===== config.mk =====
export PLATFORM = sky130hd
export DESIGN_NAME = alu_req_arbiter
export DESIGN_NICKNAME = d
export VERILOG_FILES = /design/src/rtl/alu_ctrl_pkg.sv /design/src/rtl/rr_arbiter.sv /design/src/rtl/alu_req_arbiter.sv
export SDC_FILE = /design/constraint.sdc
export NUM_CORES = 1
export LEC_CHECK = 0
export CAP_MARGIN = 20
export CELL_PAD_IN_SITES_DETAIL_PLACEMENT = 0
export CELL_PAD_IN_SITES_GLOBAL_PLACEMENT = 2
export CORE_ASPECT_RATIO = 1.25
export CORE_MARGIN = 5
export CORE_UTILIZATION = 20
export DETAILED_ROUTE_END_ITERATION = 8
export GPL_TIMING_DRIVEN = 0
export MAX_ROUTING_LAYER = met4
export PLACE_DENSITY = 0.89
export SYNTH_ARGS = -nofsm -noshare
export SYNTH_HDL_FRONTEND = slang
export SYNTH_HIERARCHICAL = 1
export SYNTH_SLANG_ARGS = --single-unit

===== constraint.sdc =====
create_clock -name clk -period 2.2 [get_ports clk]
set_input_delay 0.44 -clock clk [delete_from_list [all_inputs] [get_ports clk]]
set_output_delay 0.44 -clock clk [all_outputs]
set_load 0.01 [all_outputs]

===== src/rtl/alu_ctrl_pkg.sv =====
// Shared definitions for the ALU request arbiter: opcodes, opcode
// classification helpers and the controller state encoding.
package alu_ctrl_pkg;

  localparam int OP_W   = 6;
  localparam int DATA_W = 32;

  localparam logic [OP_W-1:0] OP_ADD = 6'b010000;
  localparam logic [OP_W-1:0] OP_SUB = 6'b010001;
  localparam logic [OP_W-1:0] OP_EQ  = 6'b100000;
  localparam logic [OP_W-1:0] OP_NE  = 6'b100001;
  localparam logic [OP_W-1:0] OP_LE  = 6'b100010;
  localparam logic [OP_W-1:0] OP_GT  = 6'b100011;
  localparam logic [OP_W-1:0] OP_SHL = 6'b110000;
  localparam logic [OP_W-1:0] OP_SHR = 6'b110001;
  localparam logic [OP_W-1:0] OP_SRA = 6'b110010;

  typedef enum logic [1:0] {
    ST_IDLE = 2'd0,
    ST_EXEC = 2'd1,
    ST_RESP = 2'd2
  } state_t;

  // True for every opcode the ALU understands.
  function automatic logic is_legal_op(input logic [OP_W-1:0] op);
    case (op)
      OP_ADD, OP_SUB,
      OP_EQ, OP_NE, OP_LE, OP_GT,
      OP_SHL, OP_SHR, OP_SRA: return 1'b1;
      default:                return 1'b0;
    endcase
  endfunction

  // True for the opcodes whose ans2 output is a carry/borrow worth keeping.
  function automatic logic is_addsub(input logic [OP_W-1:0] op);
    return (op == OP_ADD) || (op == OP_SUB);
  endfunction

endpackage


===== src/rtl/rr_arbiter.sv =====
// Combinational round-robin picker. The search starts one past the
// previous winner and wraps, so the previous winner has lowest priority.
module rr_arbiter #(
  parameter int N = 2,
  localparam int IW = $clog2(N)
) (
  input  logic [N-1:0]  req,
  input  logic [IW-1:0] last,
  output logic [N-1:0]  gnt,
  output logic [IW-1:0] gnt_idx
);

  logic found;

  // Walk candidates in priority order last+1, last+2, ... and take the first requester.
  always_comb begin
    gnt     = '0;
    gnt_idx = '0;
    found   = 1'b0;
    for (int off = 1; off <= N; off++) begin
      for (int i = 0; i < N; i++) begin
        if (!found && req[i] && (i == ((int'(last) + off) % N))) begin
          gnt[i]  = 1'b1;
          gnt_idx = IW'(i);
          found   = 1'b1;
        end
      end
    end
  end

endmodule


===== src/rtl/alu_req_arbiter.sv =====
// Shares one external combinational ALU between N_REQ requesters.
// One command is in flight at a time; ALU inputs are registered at accept,
// results are captured one cycle later and held until the owner consumes them.
//
// state   | meaning
// --------+---------------------------------------------------------------
// ST_IDLE | arbitrate; req_ready to the winner, accept on handshake
// ST_EXEC | ALU inputs stable; result/flags captured at end of cycle
// ST_RESP | rsp_valid[owner] held until rsp_ready[owner]
module alu_req_arbiter
  import alu_ctrl_pkg::*;
#(
  parameter int N_REQ = 2
) (
  input  logic                  clk,
  input  logic                  rst,
  input  logic [N_REQ-1:0]      req_valid,
  output logic [N_REQ-1:0]      req_ready,
  input  logic [6*N_REQ-1:0]    req_op,
  input  logic [32*N_REQ-1:0]   req_a,
  input  logic [32*N_REQ-1:0]   req_b,
  input  logic [N_REQ-1:0]      req_use_c,
  output logic [N_REQ-1:0]      rsp_valid,
  input  logic [N_REQ-1:0]      rsp_ready,
  output logic [31:0]           rsp_data,
  output logic                  rsp_carry,
  output logic                  rsp_z,
  output logic                  rsp_n,
  output logic                  rsp_err,
  output logic [31:0]           alu_a,
  output logic [31:0]           alu_b,
  output logic [5:0]            alu_op,
  output logic                  alu_c,
  input  logic [31:0]           alu_ans1,
  input  logic                  alu_ans2,
  input  logic                  alu_z,
  input  logic                  alu_n
);

  localparam int IW = $clog2(N_REQ);

  state_t state, state_nxt;

  logic [IW-1:0]    last;
  logic [IW-1:0]    owner;
  logic [N_REQ-1:0] cf;
  logic             pend_err;
  logic             pend_addsub;
  logic             accept;

  logic [N_REQ-1:0] gnt;
  logic [IW-1:0]    gnt_idx;

  logic [5:0]       sel_op;
  logic [31:0]      sel_a;
  logic [31:0]      sel_b;
  logic             sel_use_c;
  logic             sel_cf;

  rr_arbiter #(.N(N_REQ)) u_arb (
    .req     (req_valid),
    .last    (last),
    .gnt     (gnt),
    .gnt_idx (gnt_idx)
  );

  // Route the winning requester's command fields and its stored carry.
  always_comb begin
    sel_op    = '0;
    sel_a     = '0;
    sel_b     = '0;
    sel_use_c = 1'b0;
    sel_cf    = 1'b0;
    for (int i = 0; i < N_REQ; i++) begin
      if (gnt_idx == IW'(i)) begin
        sel_op    = req_op[i*6 +: 6];
        sel_a     = req_a[i*32 +: 32];
        sel_b     = req_b[i*32 +: 32];
        sel_use_c = req_use_c[i];
        sel_cf    = cf[i];
      end
    end
  end

  // Next state plus the combinational handshake outputs.
  always_comb begin
    state_nxt = state;
    req_ready = '0;
    rsp_valid = '0;
    accept    = 1'b0;
    case (state)
      ST_IDLE: begin
        req_ready = gnt;
        if (|req_valid) begin
          accept    = 1'b1;
          state_nxt = ST_EXEC;
        end
      end
      ST_EXEC: begin
        state_nxt = ST_RESP;
      end
      ST_RESP: begin
        for (int i = 0; i < N_REQ; i++) begin
          if (owner == IW'(i)) rsp_valid[i] = 1'b1;
        end
        if (rsp_ready[owner]) state_nxt = ST_IDLE;
      end
      default: begin
        state_nxt = ST_IDLE;
      end
    endcase
  end

  // State register.
  always_ff @(posedge clk) begin
    if (rst) state <= ST_IDLE;
    else     state <= state_nxt;
  end

  // On accept: advance the round-robin pointer, remember the owner and
  // drive the ALU. Illegal opcodes leave the ALU inputs untouched.
  always_ff @(posedge clk) begin
    if (rst) begin
      last        <= IW'(N_REQ - 1);
      owner       <= '0;
      pend_err    <= 1'b0;
      pend_addsub <= 1'b0;
      alu_a       <= '0;
      alu_b       <= '0;
      alu_op      <= '0;
      alu_c       <= 1'b0;
    end else if (accept) begin
      last        <= gnt_idx;
      owner       <= gnt_idx;
      pend_err    <= !is_legal_op(sel_op);
      pend_addsub <= is_addsub(sel_op);
      if (is_legal_op(sel_op)) begin
        alu_a  <= sel_a;
        alu_b  <= sel_b;
        alu_op <= sel_op;
        alu_c  <= sel_use_c & sel_cf;
      end
    end
  end

  // Capture the ALU result at the end of EXEC and update the owner's carry.
  always_ff @(posedge clk) begin
    if (rst) begin
      rsp_data  <= '0;
      rsp_carry <= 1'b0;
      rsp_z     <= 1'b0;
      rsp_n     <= 1'b0;
      rsp_err   <= 1'b0;
      cf        <= '0;
    end else if (state == ST_EXEC) begin
      if (pend_err) begin
        rsp_data  <= '0;
        rsp_err   <= 1'b1;
        rsp_z     <= 1'b0;
        rsp_n     <= 1'b0;
        rsp_carry <= cf[owner];
      end else begin
        rsp_data <= alu_ans1;
        rsp_err  <= 1'b0;
        rsp_z    <= alu_z;
        rsp_n    <= alu_n;
        if (pend_addsub) begin
          cf[owner] <= alu_ans2;
          rsp_carry <= alu_ans2;
        end else begin
          rsp_carry <= cf[owner];
        end
      end
    end
  end

endmodule


==> flow_metrics.tcl <==
set metrics [dict create \
    status "completed" \
    drive_gt1_share_pct 15.40 \
    htreeDepth 4 \
    routedWlPerCell_um 17.60 \
    cp.required_ns 1.76 \
    maxCapViolations 0 \
    ys_ff_latch 115 \
    io_pins 294 \
    initial_core_util_pct 20.19 \
    dp_hpwl_um 17530 \
    gp_congestion 0.7734 \
    numCtsBuffers 17 \
    dr_total_vias 5646 \
    rows 68 \
    power.total_mw 6.550 \
    antenna_found_initial 4 \
    syn-num-nets 793 \
    whs_ns 0.4489 \
    numClockSinks 115 \
    synth_area_um2 5567 \
    worst_path_max_delay_cell "clkdlybuf4s50_1" \
    peakVddDrop_mv 0.3829 \
    yosys_warnings 6 \
    crit_type "flop to output pin" \
    finalCritPeriodShare_pct 95.51 \
    ctsHoldBuffers 0 \
    drtAntennaViolNets 0 \
    power_density_nw_per_um2 673.7 \
    timing.critical_path.fanout_max 5 \
    instances_no_fill 1289 \
    drc 0 \
    place_inst 1252 \
    cp_cell_sequence "nor2_4 > and2_1 > clkdlybuf4s50_1" \
    grt_pass1_vias 5936 \
    drt_iter0_markers 165 \
    clock_latency_ns 0.41 \
    io_buffers 292 \
    die_area_um2 31290 \
    nets 1108 \
    cts_root_buf "clkbuf_16" \
    grt_pass1_wl_um 34080 \
    nFillCells 2840 \
    coreArea_um2 27570 \
    cp-end-kind "output pin" \
    cts_tree "yes" \
    grt_max_degree 17 \
    fmax_ghz 0.4759 \
    hold_viol 0 \
    worstMarginPinSlew_ns 0.8087 \
    die_w_um 159.2 \
    clk_transition_reported_paths_ns 0.05 \
    grt_use_total_pct 14.28 \
    via_per_inst 4.380 \
    start_kind "flop" \
    finish.instance_area_um2 9723 \
    p_leak_nw 3.317 \
    setup_viol 0 \
    grt.overflow.total 0 \
    cts_buffer_depth 2 \
    period_needed_ns 2.101 \
    ys_types 35 \
    slew_viol_final 0 \
    slew_headroom_pct 46.09 \
    synthCells 610 \
    worst_clock_skew_ns 0.009873 \
    hp-class "flop to flop" \
    area_growth_pct 74.67 \
    dpl-instance-area_um2 8927 \
    dieHeight_um 196.5 \
    avgSynthCellArea_um2 9.126 \
    ys_seq_area_share_pct 41.36 \
    wl_um 22690 \
    crit_arrival_ns 1.66 \
    dr.pass1.iters 4 \
    cpPeakStageDelay_ns 0.55 \
]
[area by class of cell]
cell class	instances	area, µm²	share of cell area [%]
Antenna cell	4	10.01	0.1029
Buffer	63	354.1	3.642
Clock buffer	25	525.5	5.405
Clock inverter	4	70.07	0.7206
Inverter	69	259.0	2.664
Multi-Input combinational cell	361	2745	28.23
Sequential cell	115	2305	23.70
Tap cell	350	437.9	4.504
Timing Repair Buffer	298	3017	31.03
[state kept, by name (all words and copies together), names as in the netlist]
register and flops:
pend_err 1, alu_b 32, state 2, owner 1
rsp_z 1, alu_op 6, rsp_err 1, rsp_data 32
pend_addsub 1, cf 2, alu_a 32, last 1
rsp_n 1, alu_c 1, rsp_carry 1
[synthesized netlist by cell type, drive strengths merged]
master  instances  area share (%)
o22a            1            0.16
and3            2            0.22
o21ai           2            0.18
buf            21             2.8
nor3            4            0.36
inv            69             4.7
a2111o          1            0.20
nor2b           2            0.22
and2            2            0.22
dfxtp         115              41
a211oi        132              18
mux2           66              13
a31o            1            0.16
nand3b          1            0.13
a21oi          41             3.7
o21a            1            0.13
nor3b          37             5.0
nor4            1            0.11
a21o            1            0.13
nand2b          3            0.34
clkbuf         44             3.0
a211o           1            0.16
o221ai          1            0.27
o211a           1            0.18
a21boi          2            0.27
a32oi           1            0.29
nor2           41             2.8
mux2i           6             1.1
nand3           1           0.090
nand2           9            0.61
[through the flow]
step	setup WS [ns]	TNS, ns	utilization, %
floorplan	0.02144	0	-
global placement	-1.744	-115.47	32.38
detailed placement	-1.728	-112.18	32.38
CTS	0.008562	0	34.92
global route	-0.004586	-0.005421	35.27
finish	0.09879	0	35.27
[worst max-delay path: cells and delay by family, from the launching register on]
| kind | cells | cell delay, ns |
|---|---|---|
| buffers and inverters | 1 | 0.55 |
| flip-flops | 1 | 0.36 |
| AND/OR/NAND/NOR | 2 | 0.35 |
[final timing paths]
check	from	endpoint	slack [ns]	cells past startpoint
setup / recovery	state[1]	req_ready[0]	0.1	3
hold / removal	alu_b[22]	alu_b[22]	0.45	2
setup reg to reg	last	alu_op[4]	0.15	8
hold reg to reg	alu_b[22]	alu_b[22]	0.45	2
[power by group]
| group | switching (mW) | internal, mW | total [mW] |
|---|---|---|---|
| Combinational | 0.633 | 0.793 | 1.43 |
| Sequential | 0.0686 | 2.21 | 2.27 |
| Clock | 0.992 | 1.86 | 2.85 |
| Total | 1.69 | 4.86 | 6.55 |
[layer usage]
layer / routed length [µm] / track usage (%) / share of wire (%) / up-vias
li1: - / - / - / 2805
met1: 9333 / 15.55 / 41 / 2629
met2: 11390 / 24.98 / 50 / 202
met3: 1865 / 5.229 / 8.2 / 10
met4: 101 / 3.192 / 0.45 / 0
met5: 0 / - / 0 / -
[timing repair]
item                                   CTS  global route
endpoints found under the hold margin    0             0
buffers inserted                         3             3
pin swaps                                2             2
gates resized for setup                 30            20
setup endpoints to repair               78            62
[cell families after synthesis]
logic type	Yosys count	share of synthesized area [%]
AO/OA/AOI/OAI	186	23.62
buffers and inverters	134	10.45
flip-flops	115	41.36
AND/OR/NAND/NOR	103	10.07
multiplexers	72	14.50
[cell usage in the layout, fill, tap and decap left out, types with 5 or more instances in the layout]
cell type | synthesis | final
clkdlybuf4s50_1 | 0 | 288
buf_12 | 0 | 5
clkbuf_8 | 0 | 7
clkbuf_2 | 0 | 16
buf_1 | 6 | 7
nor3b_1 | 37 | 36
clkbuf_1 | 44 | 27
nor2_1 | 41 | 40
inv_1 | 69 | 69
buf_6 | 8 | 8
a21oi_1 | 41 | 41
mux2i_1 | 6 | 6
mux2_2 | 65 | 65
dfxtp_1 | 115 | 113
nand2_1 | 9 | 9
clkbuf_16 | 0 | 17
a211oi_1 | 132 | 130
buf_4 | 4 | 6
Note: power is estimated with default switching activity, not from simulation.
